<file path="src/rtl/rdoq_rate_pkg.sv">
// Shared types for the RDOQ rate-calculator scheduler: calculator request
// payload, scheduler state encoding and the error rate value.
package rdoq_rate_pkg;

  typedef struct packed {
    logic [15:0] uiAbsLevel;
    logic [15:0] ui16AbsGoRice;
    logic        useLimitedPrefixLength;
    logic [4:0]  maxLog2TrDynamicRange;
    logic [7:0]  c1Idx;
    logic [7:0]  c2Idx;
    logic [4:0]  greaterOne_ctx_addr;
    logic [4:0]  levelAbs_ctx_addr;
    logic        read_bin_sel;
  } rc_req_t;

  typedef enum logic [2:0] {
    IDLE,
    ISSUE,
    WAIT,
    RESP,
    FLUSH
  } sched_state_t;

  localparam logic [31:0] RATE_ERR = 32'hFFFF_FFFF;

endpackage

</file>
<file path="src/rtl/rate_calc_scheduler_rr_arbiter.sv">
// Combinational round-robin arbiter: picks the first requester at or after
// ptr, wrapping modulo N.
module rr_arbiter #(
  parameter  int unsigned N  = 4,
  localparam int unsigned IW = (N > 1) ? $clog2(N) : 1
) (
  input  logic [N-1:0]  req,
  input  logic [IW-1:0] ptr,
  output logic [N-1:0]  gnt,
  output logic [IW-1:0] gnt_idx,
  output logic          any
);

  always_comb begin
    int unsigned idx;
    gnt     = '0;
    gnt_idx = '0;
    any     = 1'b0;
    idx     = 0;
    for (int unsigned off = 0; off < N; off++) begin
      idx = (32'(ptr) + off) % N;
      if (!any && req[IW'(idx)]) begin
        any             = 1'b1;
        gnt[IW'(idx)]   = 1'b1;
        gnt_idx         = IW'(idx);
      end
    end
  end

endmodule

</file>
<file path="src/rtl/rate_calc_scheduler.sv">
// Shares one rate calculator between NUM_REQ requesters: round-robin grant,
// held payload, start pulse, done/watchdog wait and id-tagged response.
module rate_calc_scheduler
  import rdoq_rate_pkg::*;
#(
  parameter  int unsigned NUM_REQ        = 4,
  parameter  int unsigned TIMEOUT_CYCLES = 64,
  localparam int unsigned ID_W           = $clog2(NUM_REQ)
) (
  input  logic                  clk,
  input  logic                  rst_n,
  input  logic [NUM_REQ-1:0]    req_valid,
  output logic [NUM_REQ-1:0]    req_ready,
  input  rc_req_t [NUM_REQ-1:0] req_payload,
  output logic                  calc_start,
  output rc_req_t               calc_req,
  input  logic                  calc_done,
  input  logic [31:0]           calc_rate,
  output logic                  rsp_valid,
  input  logic                  rsp_ready,
  output logic [ID_W-1:0]       rsp_id,
  output logic [31:0]           rsp_rate,
  output logic                  rsp_err,
  output logic                  busy
);

  localparam int unsigned      WD_W    = $clog2(TIMEOUT_CYCLES);
  localparam logic [WD_W-1:0]  WD_LAST = WD_W'(TIMEOUT_CYCLES - 1);

  sched_state_t      state;
  logic [ID_W-1:0]   rr_ptr;
  logic [WD_W-1:0]   wd_cnt;
  logic              late_done;
  logic [NUM_REQ-1:0] arb_gnt;
  logic [ID_W-1:0]   arb_idx;
  logic              arb_any;
  logic [ID_W-1:0]   next_ptr;

  rr_arbiter #(.N(NUM_REQ)) u_arb (
    .req     (req_valid),
    .ptr     (rr_ptr),
    .gnt     (arb_gnt),
    .gnt_idx (arb_idx),
    .any     (arb_any)
  );

  // Grant is masked while reset is asserted so no handshake can be lost in reset.
  always_comb begin
    req_ready = '0;
    if (rst_n && state == IDLE) req_ready = arb_gnt;
    next_ptr = (arb_idx == ID_W'(NUM_REQ - 1)) ? '0 : arb_idx + ID_W'(1);
  end

  always_ff @(posedge clk or negedge rst_n) begin
    if (!rst_n) begin
      state      <= IDLE;
      rr_ptr     <= '0;
      wd_cnt     <= '0;
      late_done  <= 1'b0;
      calc_req   <= '0;
      calc_start <= 1'b0;
      rsp_valid  <= 1'b0;
      rsp_id     <= '0;
      rsp_rate   <= '0;
      rsp_err    <= 1'b0;
      busy       <= 1'b0;
    end else begin
      calc_start <= 1'b0;
      unique case (state)
        IDLE: begin
          if (arb_any) begin
            calc_req   <= req_payload[arb_idx];
            rsp_id     <= arb_idx;
            rr_ptr     <= next_ptr;
            calc_start <= 1'b1;
            busy       <= 1'b1;
            state      <= ISSUE;
          end
        end
        ISSUE: begin
          wd_cnt <= '0;
          state  <= WAIT;
        end
        WAIT: begin
          wd_cnt <= wd_cnt + WD_W'(1);
          if (calc_done) begin
            rsp_rate  <= calc_rate;
            rsp_err   <= 1'b0;
            rsp_valid <= 1'b1;
            state     <= RESP;
          end else if (wd_cnt == WD_LAST) begin
            rsp_rate  <= RATE_ERR;
            rsp_err   <= 1'b1;
            rsp_valid <= 1'b1;
            state     <= RESP;
          end
        end
        RESP: begin
          // A hung calculator may still finish; remember it so FLUSH does not wait forever.
          if (calc_done && rsp_err) late_done <= 1'b1;
          if (rsp_ready) begin
            rsp_valid <= 1'b0;
            if (rsp_err) begin
              state <= FLUSH;
            end else begin
              state <= IDLE;
              busy  <= 1'b0;
            end
          end
        end
        FLUSH: begin
          if (calc_done || late_done) begin
            late_done <= 1'b0;
            state     <= IDLE;
            busy      <= 1'b0;
          end
        end
        default: state <= IDLE;
      endcase
    end
  end

endmodule
</file>
<file path="config.mk">
export PLATFORM = sky130hd
export DESIGN_NAME = rate_calc_scheduler
export DESIGN_NICKNAME = d
export VERILOG_FILES = /design/src/rtl/rdoq_rate_pkg.sv /design/src/rtl/rate_calc_scheduler_rr_arbiter.sv /design/src/rtl/rate_calc_scheduler.sv
export SDC_FILE = /design/constraint.sdc
export NUM_CORES = 1
export LEC_CHECK = 0
export CAP_MARGIN = 15
export CORE_AREA = 4 4 157 159
export CTS_BUF_LIST = sky130_fd_sc_hd__clkbuf_4 sky130_fd_sc_hd__clkbuf_8
export DETAILED_ROUTE_END_ITERATION = 6
export DIE_AREA = 0 0 161 163
export GPL_TIMING_DRIVEN = 0
export PLACE_DENSITY_LB_ADDON = 0.1
export SLEW_MARGIN = 20
export SYNTH_ARGS = -nofsm -noshare
export SYNTH_HDL_FRONTEND = slang
export SYNTH_HIERARCHICAL = 1
export SYNTH_SLANG_ARGS = --single-unit
</file>
<file path="constraint.sdc">
create_clock -name clk -period 9.6 [get_ports clk]
set_input_delay 0.96 -clock clk [delete_from_list [all_inputs] [get_ports clk]]
set_output_delay 0.96 -clock clk [all_outputs]
set_load 0.02 [all_outputs]
</file>
==> results of run 1 <==
==> per-stage QoR <==
stage	hold slack, ps	util [%]
floorplan	438	-
global placement	462	48.4
detailed placement	480	48.6
CTS	416	50.4
global route	428	50.5
finish	434	50.5
==> cell type report <==
cell class / count / area, µm²
Antenna cell: 4 / 10.0
Buffer: 40 / 259
Clock buffer: 19 / 255
Clock inverter: 13 / 184
Fill cell: 2079 / 11500
Inverter: 10 / 37.5
Multi-Input combinational cell: 294 / 3630
Sequential cell: 115 / 2880
Tap cell: 319 / 399
Timing Repair Buffer: 407 / 4090
==> power by group through the flow <==
stage	Sequential (mW)	Combinational (mW)	Clock (mW)
global route	0.916	3.01	0.546
floorplan	1.13	1.61	0
CTS	0.884	2.86	0.526
global placement	0.877	2.82	0
finish	0.882	2.81	0.508
detailed placement	0.887	2.85	0
==> cells in the final DEF (no fill, tap or decap), types with 3 or more instances in the layout <==
cell / count
o22a_1: 32
nor3_1: 4
dfrtp_1: 115
nor2_1: 9
and3_1: 3
mux2_4: 28
clkbuf_8: 18
o21a_1: 32
bufinv_16: 4
mux4_2: 67
mux2_2: 43
and2_1: 5
clkbuf_1: 14
buf_6: 4
a22oi_1: 8
ha_1: 7
inv_1: 10
buf_12: 3
a22o_1: 3
o21ai_0: 10
clkinvlp_4: 6
a21oi_1: 4
a31oi_1: 4
buf_2: 18
clkdlybuf4s50_1: 405
nand2_1: 4
diode_2: 4
==> cell usage after synthesis (2+ instances only) <==
library cell  number  area, µm²
o22a_1            32        280
mux2_4            28        420
and3_1             3       18.8
inv_1             10       37.5
mux2_2            43        484
mux4_1             2       52.6
mux2i_1            2       20.0
and2_1             5       31.3
nand2_1            4       15.0
nand2b_1           2       12.5
ha_1               7       87.6
o21a_1            32        240
a22o_1             3       26.3
clkbuf_1          14       52.6
a22oi_1            8       60.1
dfrtp_1          115       2880
mux4_2            67       1510
nor2_1             9       33.8
nand3_1            2       10.0
a21oi_1            4       20.0
a32o_1             2       20.0
buf_2             18       90.1
o21ai_0           10       50.1
a31oi_1            4       25.0
nor3_1             4       20.0
o31ai_1            2       15.0
buf_6              3       33.8
xnor2_1            2       17.5
buf_12             3       60.1
a21o_1             2       15.0
==> sequential cells by signal, indices dropped and copies added, names as in the netlist <==
signal      cells
rsp_id          2
rsp_rate       32
wd_cnt          6
calc_start      1
state           3
late_done       1
busy            1
rsp_err         1
rsp_valid       1
calc_req       65
rr_ptr          2
==> worst max-delay path by stage <==
stage                   endpoint  slack [ps]  cells after the start
floorplan            calc_req[0]        6230                      7
global placement    req_ready[1]        1750                      4
detailed placement  calc_req[55]        5040                      9
CTS                 req_ready[0]        5220                      8
global route        req_ready[1]        5110                      9
finish              req_ready[0]        5200                      8
==> metal layers <==
metal | wire length [µm] | up-vias
li1 | - | 2686
met1 | 10100 | 3029
met2 | 14500 | 285
met3 | 2480 | 34
met4 | 544 | 0
met5 | 0 | -
==> logic make-up (layout without fill, tap and decap cells) <==
logic type / after synthesis / in the layout / synth area share (%)
and+or+nand+nor: 37 / 37 / 3.29
DFF: 115 / 115 / 42.3
adders and majority gates: 7 / 7 / 1.29
buffers and inverters: 50 / 489 / 4.36
AOI/OAI and AO/OA: 105 / 105 / 11.8
muxes: 142 / 142 / 36.5
xor gates and xnor gates: 3 / 3 / 0.386
other: 0 / 4 / 0
==> metrics.yaml, run 1 <==
grt:
  grt_pass1_vias: 6587
  use_met3_pct: 8.10
  grt.busiest_layer: "met2"
  grt_use_met1_pct: 22.9
  grt_pass1_wl_mm: 40.4
  use_met2_pct: 36.2
  grt_start_max_net_pins: 75
  grt_overflow: 0
  antenna_found_initial: 4
  gr-usage-all-layers_pct: 20.5
setup_path:
  crit_type: "in2out"
  critPathArrivalTime_ps: 3440
  slowest_delay_ps: 600
  cp_top_family: "buffers and inverters"
  crit_path_start: "req_valid[2]"
  rr_startpoint: "rr_ptr[1]"
  crit_chain: "clkdlybuf4s50_1, mux4_2, buf_6, nor4b_4, a22oi_1, o21ai_0, and2_1, clkdlybuf4s50_1"
  required_ps: 8640
  crit_top_cell: "clkdlybuf4s50_1"
  r2r_slack_ps: 5610
  startpoint_type: "input port"
  r2r_end: "calc_req[55]"
  crit_buf_inv: 3
  critPathMaxFanout: 10
  slowest_stage: "clkdlybuf4s50_1"
  worstSetupEndpointType: "output pin"
  rr_worst_depth: 10
clock_network:
  cts_resized: 0
  holdBufCountCts: 0
  insertion_delay_ps: 440
  cts.sink_count: 115
  cts_inserted_buffers: 17
  clk_pin_slew_ps: 80
  clockBufferDepth: 2
  cts_setup_buffers: 0
  cts_tree: "yes"
  htree_num_levels: 4
  clockRootBuffer: "clkbuf_8"
final_layout:
  nets: 1192
  syn_to_final_growth_pct: 72.6
  design_area_um2: 11700
  drive_above_1_share_pct: 22.5
  finalNonFillerCells: 1221
synthesis:
  synth-main-ff-cell: "dfrtp_1"
  synth_nets: 766
  synth_cells: 459
  seq_area_frac_synth_pct: 42.3
  netlist_area_um2: 6800
  synth_cell_type_count: 47
  ys_seq_elements: 115
  synth_warnings: 6
  synth-edff-count: 0
  syn_avg_cell_area_um2: 14.8
  synthArstFlopShare_pct: 100
power_and_ir_drop:
  ir_drop_v: 0.000155
  combPwrFrac_pct: 66.9
  seqPwrFrac_pct: 21.0
  switching_share_pct: 38.6
  power_switching_mw: 1.62
  leakage_nw: 4.57
  internal_power_mw: 2.58
  total_power_mw: 4.20
  power.density_nw_per_um2: 358
  p_clk_share_pct: 12.1
floorplanning:
  die_w_um: 161
  dieArea_um2: 26200
  ios: 407
  row_count: 56
  core-area_um2: 23300
  die_h_um: 163
  start_util_pct: 29.2
place:
  port_buffers: 406
  postPlaceCellArea_um2: 11300
  dp.cells: 1185
  hpwl_mm: 22.6
  gp_congestion: 0.899
  dp_slack_ps: 5040
sta:
  fmax_mhz: 227
  hold_viol_final: 0
  post-route-min-period_ps: 4400
  rsz0062_at_grt: "no"
  finalSetupViolCount: 0
  clock_skew_ps: 13.9
  final_max_slew_viol_count: 0
  fin_crit_sh_pct: 45.8
  setup_slack_ps: 5200
  relSlewSlack_pct: 51.4
  setup-tns-final_ps: 0
  tightestPinTransition_ps: 730
run:
  drv_cap: 0
route:
  dr.pass1.iters: 4
  vias_per_cell: 4.94
  post_drt_wl_per_cell_um: 22.7
  drtIter0Drc: 311
  drc_errors: 0
  antenna_left: 0
  via_count: 6034
  finalWirelength_mm: 27.7
run_status:
  status: "finished clean"
worst_hold_path:
  hold_path_class: "in2async"
No activity file was read; power rests on OpenSTA's default activity.
==> inputs of run 2 (changes only) <==
Settings changed: CORE_AREA 4 4 157 159 to 4 4 158 160, DIE_AREA 0 0 161 163 to 0 0 162 164.
Clock period 9.6 ns to 3.9 ns, I/O delays scaled along.
==> run 2 against run 1 <==
  * Sequential power rose by 140%
  * Clock skew is 2.2 ps higher
  * Register-to-register slack lost 5300 ps
  * Sequential share of layout area increased by 0.071 points
  * Design area decreased by 0.25%
==> metrics.yaml, run 2 (synthesized netlist as in run 1, its figures left out) <==
setup_path:
  r2r_end: "calc_req[43]"
  crit_cells: 10
  startpoint_type: "flip-flop"
  slowest_delay_ps: 610
  crit_chain: "buf_6, inv_1, ha_1, mux4_2, buf_6, nor4b_4, a22oi_1, o21ai_0, and2_1, clkdlybuf4s50_1"
  required_ps: 3510
  crit_path_start: "rr_ptr[0]"
  r2r_slack_ps: 290
  cp_top_family: "buffers and inverters"
  critPathArrivalTime_ps: 3290
  rr_worst_depth: 11
  crit_type: "reg2out"
  worstSetupEndpointType: "output pin"
  critPathMaxFanout: 10
  crit_top_cell: "buf_6"
  rr_startpoint: "rr_ptr[0]"
  slowest_stage: "clkdlybuf4s50_1"
  crit_buf_inv: 4
worst_hold_path:
  min_to: "wd_cnt[5]"
  hold_depth: 1
  hold_start: "wd_cnt[5]"
  hold_path_class: "reg2reg"
final_layout:
  largest_register: "calc_req"
  drive_above_1_share_pct: 23.0
  finalNonFillerCells: 1220
  largestRegisters: "calc_req x65, rsp_rate x32, wd_cnt x6"
  design_area_um2: 11700
  layout_common_cells: "405 x clkdlybuf4s50_1, 114 x dfrtp_1, 67 x mux4_2"
  n_fill_cell: 2097
  syn_to_final_growth_pct: 72.2
  multi_input_area_um2: 3630
  layout_commonest_cell: "clkdlybuf4s50_1"
  nets: 1193
  seq_area_um2: 2880
  largest_reg_flops: 65
sta:
  clock_skew_ps: 16.0
  final_max_slew_viol_count: 0
  fmax_mhz: 272
  hold_viol_final: 0
  relSlewSlack_pct: 60.0
  finalSetupViolCount: 0
  rsz0062_at_grt: "no"
  setup_slack_ps: 220
  post-route-min-period_ps: 3680
  tightestPinTransition_ps: 600
  fin_crit_sh_pct: 94.4
place:
  dp.cells: 1185
  gp_congestion: 0.912
  hpwl_mm: 22.6
  port_buffers: 406
  postPlaceCellArea_um2: 11300
  dp_slack_ps: -295
clock_network:
  clk_pin_slew_ps: 70
  insertion_delay_ps: 440
  cts_setup_buffers: 0
  cts.sink_count: 115
  cts_tree: "yes"
  htree_num_levels: 4
  clockBufferDepth: 2
  clockRootBuffer: "clkbuf_8"
  cts_inserted_buffers: 17
grt:
  grt_start_max_net_pins: 60
  grt_overflow: 0
  grt_pass1_vias: 6537
  antenna_found_initial: 2
  gr-usage-all-layers_pct: 20.3
  grt_pass1_wl_mm: 40.2
floorplanning:
  die_w_um: 162
  row_count: 56
  ios: 407
  start_util_pct: 29.1
  core-area_um2: 23400
  die_h_um: 164
  dieArea_um2: 26600
route:
  drc_errors: 0
  wl_met3_mm: 2.40
  via_count: 5927
  post_drt_wl_per_cell_um: 22.4
  met2_length_mm: 14.3
  met1Wirelength_mm: 10.2
  finalWirelength_mm: 27.3
  dr.pass1.iters: 4
  top_layer: "met5"
  antenna_left: 0
  drtIter0Drc: 225
  vias_per_cell: 4.86
power_and_ir_drop:
  leakage_nw: 4.58
  total_power_mw: 10.3
  ir_drop_v: 0.000352
  power.density_nw_per_um2: 875
run_status:
  status: "finished clean"
run:
  drv_cap: 0
run 2: metal layers:
metal | vias up | track usage, %
met2 | 273 | 35.8
met3 | 23 | 7.55
met5 | - | 0
met1 | 2939 | 23.3
li1 | 2690 | -
met4 | 2 | 5.34
run 2: power breakdown:
part           leakage, nW  switching, mW  internal [mW]
logic                 3.00           3.11           3.87
clock network        0.189          0.544          0.571
registers             1.39          0.371           1.79
run 2: final cells by class:
type | count | share of cell area, %
buffer | 40 | 2.32
tap | 319 | 3.41
clock inverter | 15 | 1.35
antenna | 2 | 0.0427
timing repair buffer | 408 | 35.0
inverter | 10 | 0.320
sequential | 115 | 24.6
clock buffer | 17 | 2.00
multi-input combinational | 294 | 31.0
run 2: timing repair:
item / CTS / global route
hold endpoints to repair: 56 / 0
cloned: 0 / 0
hold buffers: 1 / 0
setup endpoints to repair: 37 / 27
gates resized for setup: 4 / 7
run 2: worst max path at each step:
stage	endpoint	slack, ps
after global routing	req_ready[1]	10
final	req_ready[3]	220
after global placement	req_ready[1]	-2840
after detailed placement	calc_req[57]	-300
after CTS	calc_req[57]	90
after floorplan	calc_req[44]	720
run 2: stage by stage:
stage          TNS [ps]  utilization [%]  hold WS [ps]
2_1_floorplan         0                -          94.4
5_1_grt               0             50.0           522
3_5_place_dp      -3810             48.3           414
4_1_cts               0             50.0           480
6_report              0             50.1           479
3_3_place_gp    -287900             48.1           459
